<file path="src/rtl/writeback_stage.sv">
// MEM/WB pipeline register with load-data select, r15 redirect,
// forwarding tap and retired-instruction counter.
module writeback_stage #(
    parameter logic [3:0] PC_REG = 4'hF,
    parameter int unsigned CNT_W = 32
) (
    input  logic             clk,
    input  logic             rst,
    input  logic             in_valid,
    input  logic             in_reg_write,
    input  logic             in_mem_to_reg,
    input  logic             in_byte,
    input  logic [3:0]       in_dest,
    input  logic [31:0]      in_alu_result,
    input  logic [31:0]      in_mem_data,
    input  logic             flush,
    output logic             write_en,
    output logic [3:0]       addr_3,
    output logic [31:0]      write_data,
    output logic             pc_write,
    output logic [31:0]      pc_target,
    output logic             fwd_valid,
    output logic [3:0]       fwd_addr,
    output logic [31:0]      fwd_data,
    output logic [CNT_W-1:0] retired_count
);

    logic             valid_q;
    logic             reg_write_q;
    logic             mem_to_reg_q;
    logic             byte_sel_q;
    logic [3:0]       dest_q;
    logic [31:0]      alu_q;
    logic [31:0]      mem_q;
    logic [CNT_W-1:0] cnt_q;

    logic [7:0]       lane_byte;
    logic [31:0]      result;
    logic             commit;
    logic             to_pc;

    // Fields load even on flush; only valid is killed.
    always_ff @(posedge clk or posedge rst) begin
        if (rst) begin
            valid_q      <= 1'b0;
            reg_write_q  <= 1'b0;
            mem_to_reg_q <= 1'b0;
            byte_sel_q   <= 1'b0;
            dest_q       <= 4'h0;
            alu_q        <= 32'h0;
            mem_q        <= 32'h0;
            cnt_q        <= '0;
        end else begin
            valid_q      <= in_valid & ~flush;
            reg_write_q  <= in_reg_write;
            mem_to_reg_q <= in_mem_to_reg;
            byte_sel_q   <= in_byte;
            dest_q       <= in_dest;
            alu_q        <= in_alu_result;
            mem_q        <= in_mem_data;
            if (valid_q) begin
                cnt_q <= cnt_q + CNT_W'(1);
            end
        end
    end

    always_comb begin
        lane_byte = 8'h00;
        unique case (alu_q[1:0])
            2'd0: lane_byte = mem_q[7:0];
            2'd1: lane_byte = mem_q[15:8];
            2'd2: lane_byte = mem_q[23:16];
            2'd3: lane_byte = mem_q[31:24];
        endcase
    end

    always_comb begin
        result = alu_q;
        if (mem_to_reg_q) begin
            result = byte_sel_q ? {24'h0, lane_byte} : mem_q;
        end
    end

    assign commit        = valid_q & reg_write_q;
    assign to_pc         = (dest_q == PC_REG);

    assign write_en      = commit & ~to_pc;
    assign addr_3        = dest_q;
    assign write_data    = result;
    assign pc_write      = commit & to_pc;
    assign pc_target     = {result[31:2], 2'b00};
    assign fwd_valid     = write_en;
    assign fwd_addr      = dest_q;
    assign fwd_data      = result;
    assign retired_count = cnt_q;

endmodule

</file>
<file path="config.mk">
export PLATFORM = sky130hd
export DESIGN_NAME = writeback_stage
export DESIGN_NICKNAME = d
export VERILOG_FILES = /design/src/rtl/writeback_stage.sv
export SDC_FILE = /design/constraint.sdc
export NUM_CORES = 1
export LEC_CHECK = 0
export ABC_CLOCK_PERIOD_IN_PS = 5700
export BUFFER_PORTS_ARGS = -buffer_cell sky130_fd_sc_hd__buf_2
export CORE_ASPECT_RATIO = 1.1
export CORE_MARGIN = 10
export CORE_UTILIZATION = 50
export DETAILED_ROUTE_END_ITERATION = 8
export GPL_TIMING_DRIVEN = 1
export PLACE_DENSITY = 0.95
export SLEW_MARGIN = 20
export SYNTH_ARGS = -nofsm -noshare
export SYNTH_HDL_FRONTEND = slang
export SYNTH_SLANG_ARGS = --single-unit
export TNS_END_PERCENT = 30
</file>
<file path="constraint.sdc">
create_clock -name clk -period 5.7 [get_ports clk]
set_clock_uncertainty 0.05 [all_clocks]
set_input_delay 0.855 -clock clk [delete_from_list [all_inputs] [get_ports clk]]
set_output_delay 0.855 -clock clk [all_outputs]
set_load 0.1 [all_outputs]
</file>
==> impl_metrics.env, run 1 <==
export IMPL_layout_drive_gt1_share_pct=44.5
export IMPL_wl_per_cell_um=18.7
export IMPL_vias_per_cell=5.01
export IMPL_startpoint="mem_to_reg_q"
export IMPL_grt_pass1_vias=3576
export IMPL_swShare_pct=45.1
export IMPL_drc=0
export IMPL_first_pass_iters=4
export IMPL_crit_chain="nor2b_2, nand2_1, o21ai_0, buf_2"
export IMPL_start_kind="flip-flop"
export IMPL_cts_repair_resize_count=0
export IMPL_rsz0062_at_grt="false"
export IMPL_clkLatencyLatePin_ns=0.36
export IMPL_fill_cells=723
export IMPL_hold_path_class="reg -> reg"
export IMPL_synthCells=398
export IMPL_portBuffers=211
export IMPL_tritoncts="yes"
export IMPL_grt_util_all_layers_pct=17.8
export IMPL_cts_sinks=104
export IMPL_clk_pin_slew_ns=0.08
export IMPL_grt_pass1_wl_mm=18.4
export IMPL_ios=214
export IMPL_fin_util_pct=60.8
export IMPL_synth_seq_area_share_pct=57.9
export IMPL_avgSynthCellArea_um2=11.3
export IMPL_critPathArrivalTime_ns=2.93
export IMPL_max_cap_violations=0
export IMPL_drt_iter0_drc=107
export IMPL_antennaDiodeCount=0
export IMPL_min_path_cells=1
export IMPL_area_growth_pct=19.4
export IMPL_die_area_mm2=0.0132
export IMPL_cts_root_buf="clkbuf_8"
export IMPL_cp_slowest_cell="nor2b_2"
export IMPL_worstPathMaxFanout=41
export IMPL_antenna_left=0
export IMPL_cts_buffers=9
export IMPL_hold_viol=0
export IMPL_cts_htree_levels=3
export IMPL_dp_cells=645
export IMPL_grt_max_degree=59
export IMPL_setup_viol=0
export IMPL_grt_overflow=0
export IMPL_yosys_cell_types_count=35
export IMPL_final_cells=660
export IMPL_period_needed_ns=3.84
export IMPL_status="complete, no violations"
export IMPL_totalWireLength_mm=12.3
export IMPL_finalSetupTns_ns=0
export IMPL_fmax_mhz=261
export IMPL_yosys_warnings=0
export IMPL_clkPwrFrac_pct=23.5
export IMPL_end_kind="output port"
export IMPL_vias=3308
export IMPL_peakVddDrop_mv=0.273
export IMPL_power_leakage_nw=2.92
export IMPL_syn_cell_area_mm2=0.00449
export IMPL_criticalPathCategory="reg -> out"
export IMPL_slew_viol_final=0
export IMPL_pwr_share_seq_pct=39.6
export IMPL_gp_congestion=0.927
export IMPL_hp_start="retired_count[31]"
export IMPL_start_util_pct=50.9
export IMPL_yosys_register_bits=104
export IMPL_die_w_um=110
export IMPL_worstReg2RegStart="valid_q"
export IMPL_nets=618
export IMPL_postCtsSetupBuffers=0
export IMPL_tightest_slew_ns=0.962
export IMPL_clk_path_buf_depth=2
export IMPL_reg2reg_depth=4
export IMPL_critPathRequiredTime_ns=4.80
export IMPL_rows=36
export IMPL_core_area_mm2=0.00883
export IMPL_netSwitchingPower_w=0.000949
export IMPL_dp_hpwl_mm=9.75
export IMPL_total_power_w=0.00210
export IMPL_slowest_delay_ns=0.90
export IMPL_antenna_found_initial=1
export IMPL_fp_dieH_um=119
export IMPL_fin_crit_sh_pct=67.3
export IMPL_intPower_w=0.00115
export IMPL_p_per_area_mw_per_mm2=392
export IMPL_power_frac_comb_pct=37.0
export IMPL_slew_headroom_pct=35.6
export IMPL_cts_hold_buf=0
-- state kept, by name, summed over array words and instances (netlist names) --
name           flops
mem_q             32
alu_q             32
valid_q            1
byte_sel_q         1
mem_to_reg_q       1
reg_write_q        1
addr_3             4
retired_count     32
-- power groups by stage --
stage,combinational [W],clock [W],sequential (W)
floorplan,0.000561,0,0.000984
global placement,0.000774,0,0.000845
detailed placement,0.000781,0,0.000847
CTS,0.000782,0.000512,0.000833
global route,0.000800,0.000542,0.000841
finish,0.000777,0.000493,0.000833
-- critical path: cells and delay by family (launching register included) --
family / cells / cell delay [ns]
and+or+nand+nor: 2 / 1.00
DFF: 1 / 0.79
AOI/OAI and AO/OA: 1 / 0.23
buffers and inverters: 1 / 0.54
-- cells in the mapped netlist --
master | instances | area share (%)
dfrtp_1 | 104 | 58
buf_4 | 70 | 12
inv_1 | 32 | 2.7
nand2_1 | 31 | 2.6
o21ai_0 | 30 | 3.3
xnor2_1 | 23 | 4.5
nand4_1 | 12 | 1.7
and3_1 | 9 | 1.3
clkbuf_1 | 9 | 0.75
nand3_1 | 9 | 1.0
xor2_1 | 8 | 1.6
nor2_1 | 7 | 0.59
o221ai_1 | 7 | 1.4
a21oi_1 | 6 | 0.67
mux2_2 | 5 | 1.3
mux2i_1 | 5 | 1.1
nor3b_1 | 5 | 0.84
nor2b_1 | 4 | 0.56
nand2b_1 | 3 | 0.42
a32oi_1 | 2 | 0.39
and2_1 | 2 | 0.28
nor4_4 | 2 | 0.95
a31o_2 | 1 | 0.20
and3_2 | 1 | 0.17
and4_1 | 1 | 0.20
buf_1 | 1 | 0.083
conb_1 | 1 | 0.083
ha_1 | 1 | 0.28
nand3_2 | 1 | 0.22
nand4_2 | 1 | 0.28
nand4_4 | 1 | 0.47
nor2_2 | 1 | 0.14
o21a_1 | 1 | 0.17
o22ai_1 | 1 | 0.14
or3b_2 | 1 | 0.20
-- final timing paths --
kind | to | slack, ns
setup / recovery | pc_target[14] | 1.86
hold / removal | retired_count[31] | 0.44
setup reg to reg | retired_count[31] | 3.83
hold reg to reg | retired_count[31] | 0.44
max in group asynchronous | mem_to_reg_q | 3.93
min in group asynchronous | retired_count[30] | 0.51
-- metal layers --
layer	track usage [%]	vias up	part of all wire [%]
li1	-	1516	-
met1	17.9	1602	34
met2	31.4	176	51
met3	8.63	14	14
met4	5.55	0	1.3
met5	0	-	0
-- per-stage QoR --
step	hold WS, ns	cell area (µm²)	setup WS [ns]
floorplan	0.501	4500	1.41
global placement	0.407	5140	1.99
detailed placement	0.424	5140	1.91
CTS	0.447	5360	1.51
global route	0.454	5370	1.70
finish	0.439	5370	1.86
-- area by class of cell --
| type | count | area (µm²) | area share [%] |
|---|---|---|---|
| clock inverter | 3 | 65.1 | 1.21 |
| sequential | 104 | 2600 | 48.5 |
| inverter | 32 | 123 | 2.29 |
| clock buffer | 12 | 155 | 2.89 |
| timing repair buffer | 212 | 1060 | 19.8 |
| tap | 114 | 143 | 2.66 |
| multi-input combinational | 183 | 1210 | 22.6 |
-- cell families after synthesis --
group           Yosys count  share of synthesized area, %
buf+inv                 112                          15.2
xor+xnor                 31                          6.04
fa+ha+maj                 1                         0.279
mux                      10                          2.37
flops                   104                          57.9
compound gates           48                          6.27
other cells               1                        0.0835
simple gates             91                          11.8
-- cells in the final DEF, fill, tap and decap left out, drive strengths merged, types with 10 or more instances in the layout --
master,instances
nand4,14
o21ai,30
nand3,10
buf,212
and3,10
dfrtp,104
clkbuf,12
nand2,31
inv,32
xnor2,23
Note: power is estimated with default switching activity, not from simulation.
==> inputs of run 2 (changes only) <==
- ABC_AREA: default -> 1
- ABC_CLOCK_PERIOD_IN_PS: 5700 -> 3200
- CORE_UTILIZATION: 50 -> 43
- PLACE_DENSITY: 0.95 -> 0.88
- clock period: 5.7 -> 3.2 ns (I/O delays scaled with it)
==> run 2 against run 1 <==
  * Synthesized cell count is 28% higher
  * Count of clock-buffer cells in the layout is 1 lower
  * Die area is 18% higher
  * Critical path type unchanged
==> impl_metrics.env, run 2 <==
export IMPL_synth_common_cells="nand2_1 (135), dfrtp_1 (104), buf_4 (69)"
export IMPL_start_util_pct=43.5
export IMPL_slew_viol_final=0
export IMPL_die_area_mm2=0.0156
export IMPL_yosys_cell_types_count=32
export IMPL_dp_cells=794
export IMPL_clkLatencyLatePin_ns=0.34
export IMPL_grt_max_degree=43
export IMPL_critPathRequiredTime_ns=2.67
export IMPL_fp_dieH_um=130
export IMPL_synth_area_leader_cell="dfrtp_1"
export IMPL_rsz0062_at_grt="false"
export IMPL_antenna_found_initial=6
export IMPL_cp_slowest_cell="buf_2"
export IMPL_synth_seq_area_share_pct=55.0
export IMPL_layout_drive_gt1_share_pct=39.4
export IMPL_crit_chain="o21ai_4, clkinv_1, o21ai_0, nor2_1, o22ai_1, buf_2"
export IMPL_total_power_w=0.00398
export IMPL_synth_edf_count=0
export IMPL_cts_sinks=104
export IMPL_hold_path_class="in -> reg"
export IMPL_clkPwrFrac_pct=27.6
export IMPL_grt_util_all_layers_pct=16.8
export IMPL_synth_top_area_share_pct=55.0
export IMPL_ios=214
export IMPL_p_per_area_mw_per_mm2=683
export IMPL_criticalPathCategory="reg -> out"
export IMPL_cts_hold_buf=0
export IMPL_intPower_w=0.00221
export IMPL_dp_hpwl_mm=11.0
export IMPL_yosys_warnings=0
export IMPL_power_leakage_nw=3.16
export IMPL_tritoncts="yes"
export IMPL_reg2reg_depth=8
export IMPL_netSwitchingPower_w=0.00177
export IMPL_die_w_um=120
export IMPL_pwr_share_seq_pct=36.7
export IMPL_fmax_mhz=337
export IMPL_critPathArrivalTime_ns=2.44
export IMPL_post_synth_top_count_cell="nand2_1"
export IMPL_cts_repair_resize_count=0
export IMPL_ys_flop_type="dfrtp_1"
export IMPL_start_kind="flip-flop"
export IMPL_area_growth_pct=23.3
export IMPL_synthCells=508
export IMPL_mostFrequentLayoutCell="buf_2"
export IMPL_finalSetupTns_ns=0
export IMPL_portBuffers=211
export IMPL_cts_buffers=9
export IMPL_totalWireLength_mm=13.5
export IMPL_syn_cell_area_mm2=0.00473
export IMPL_grt_pass1_vias=4056
export IMPL_end_kind="output port"
export IMPL_max_cap_violations=0
export IMPL_slowest_delay_ns=0.50
export IMPL_swShare_pct=44.4
export IMPL_grt_pass1_wl_mm=20.7
export IMPL_fin_crit_sh_pct=92.7
export IMPL_fill_cells=1002
export IMPL_drt_iter0_drc=112
export IMPL_hold_viol=0
export IMPL_vias=3825
export IMPL_antenna_left=0
export IMPL_peakVddDrop_mv=0.837
export IMPL_postCtsSetupBuffers=0
export IMPL_worstPathMaxFanout=10
export IMPL_cts_root_buf="clkbuf_16"
export IMPL_setup_viol=0
export IMPL_cts_htree_levels=3
export IMPL_clk_path_buf_depth=2
export IMPL_rows=40
export IMPL_gp_congestion=0.840
export IMPL_clk_pin_slew_ns=0.07
export IMPL_slew_headroom_pct=46.8
export IMPL_wl_per_cell_um=16.6
export IMPL_avgSynthCellArea_um2=9.31
export IMPL_yosys_top_cells_area="dfrtp_1 (55%), buf_4 (11%), nand2_1 (11%), nand3_1 (4.1%), inv_1 (2.8%)"
export IMPL_grt_overflow=0
export IMPL_drc=0
export IMPL_power_frac_comb_pct=35.6
export IMPL_final_cells=814
export IMPL_tightest_slew_ns=0.796
export IMPL_core_area_mm2=0.0109
export IMPL_first_pass_iters=4
export IMPL_status="complete, no violations"
export IMPL_yosys_register_bits=104
export IMPL_period_needed_ns=2.97
export IMPL_layout_common_cells="buf_2 (209), nand2_1 (135), dfrtp_1 (104), nand3_1 (39), inv_1 (34)"
export IMPL_min_path_cells=1
export IMPL_vias_per_cell=4.70
export IMPL_synthArstFlopShare_pct=100
export IMPL_nets=734
## run 2: changes by cell type in the layout (fill, tap and decap cells not counted), sizes merged, moves of 12 or more
cell / previous run / this run
nand2: 31 / 137
xnor2: 23 / 8
o21ai: 30 / 18
nor2: 8 / 37
nand3: 10 / 41
## run 2: kinds of logic (layout without fill, tap and decap cells)
group | count (synthesis) | count (layout) | synth area share, %
xor+xnor | 20 | 20 | 3.70
simple gates | 238 | 238 | 22.8
other cells | 1 | 6 | 0.0793
fa+ha+maj | 1 | 1 | 0.265
buf+inv | 117 | 271 | 14.9
compound gates | 27 | 27 | 3.18
flops | 104 | 104 | 55.0
## run 2: worst paths after layout
| check | start | to | slack (ns) |
|---|---|---|---|
| worst max register to register | retired_count[0] | retired_count[30] | 1.57 |
| max in group asynchronous | rst | mem_q[13] | 2.04 |
| worst max-delay path | alu_q[0] | fwd_data[0] | 0.23 |
| min in group asynchronous | rst | mem_q[15] | 0.23 |
| worst min register to register | retired_count[4] | retired_count[4] | 0.46 |
| worst min-delay path | in_reg_write | reg_write_q | 0.19 |
## run 2: through the flow
stage          cell area (µm²)  utilization [%]  setup slack, ns  hold slack [ns]
3_5_place_dp              5520             50.8            0.634            0.453
6_report                  5830             53.7            0.233            0.187
3_3_place_gp              5520             50.8            0.661            0.444
4_1_cts                   5820             53.6            0.256            0.176
2_1_floorplan             4760                -           -0.858            0.461
5_1_grt                   5820             53.6            0.136            0.177
## run 2: critical path, delay by kind of cell (launching register included)
family	cells	cell delay (ns)
compound gates	3	0.75
flops	1	0.44
simple gates	1	0.07
buf+inv	2	0.83
## run 2: layout make-up
class	instances	area, µm²	share of cell area, %
antenna	4	10.0	0.172
tap	147	184	3.15
multi-input combinational	288	1450	24.8
inverter	39	150	2.58
clock inverter	5	56.3	0.966
sequential	104	2600	44.6
clock buffer	11	243	4.16
timing repair buffer	216	1140	19.5
## run 2: power groups by stage
stage / logic [W] / clock network [W] / registers [W]
final: 0.00142 / 0.00110 / 0.00146
after global routing: 0.00147 / 0.00118 / 0.00147
after CTS: 0.00143 / 0.00112 / 0.00146
after global placement: 0.00142 / 0 / 0.00148
after detailed placement: 0.00143 / 0 / 0.00149
after floorplan: 0.00101 / 0 / 0.00173
## run 2: metal layers
metal  routed length [µm]  GRT usage, %  vias to the layer above
met2                 6560          28.3                      175
met3                 1500          7.74                       24
li1                     -             -                     1823
met1                 5180          18.0                     1801
met5                   11             0                        -
met4                  290          6.82                        2
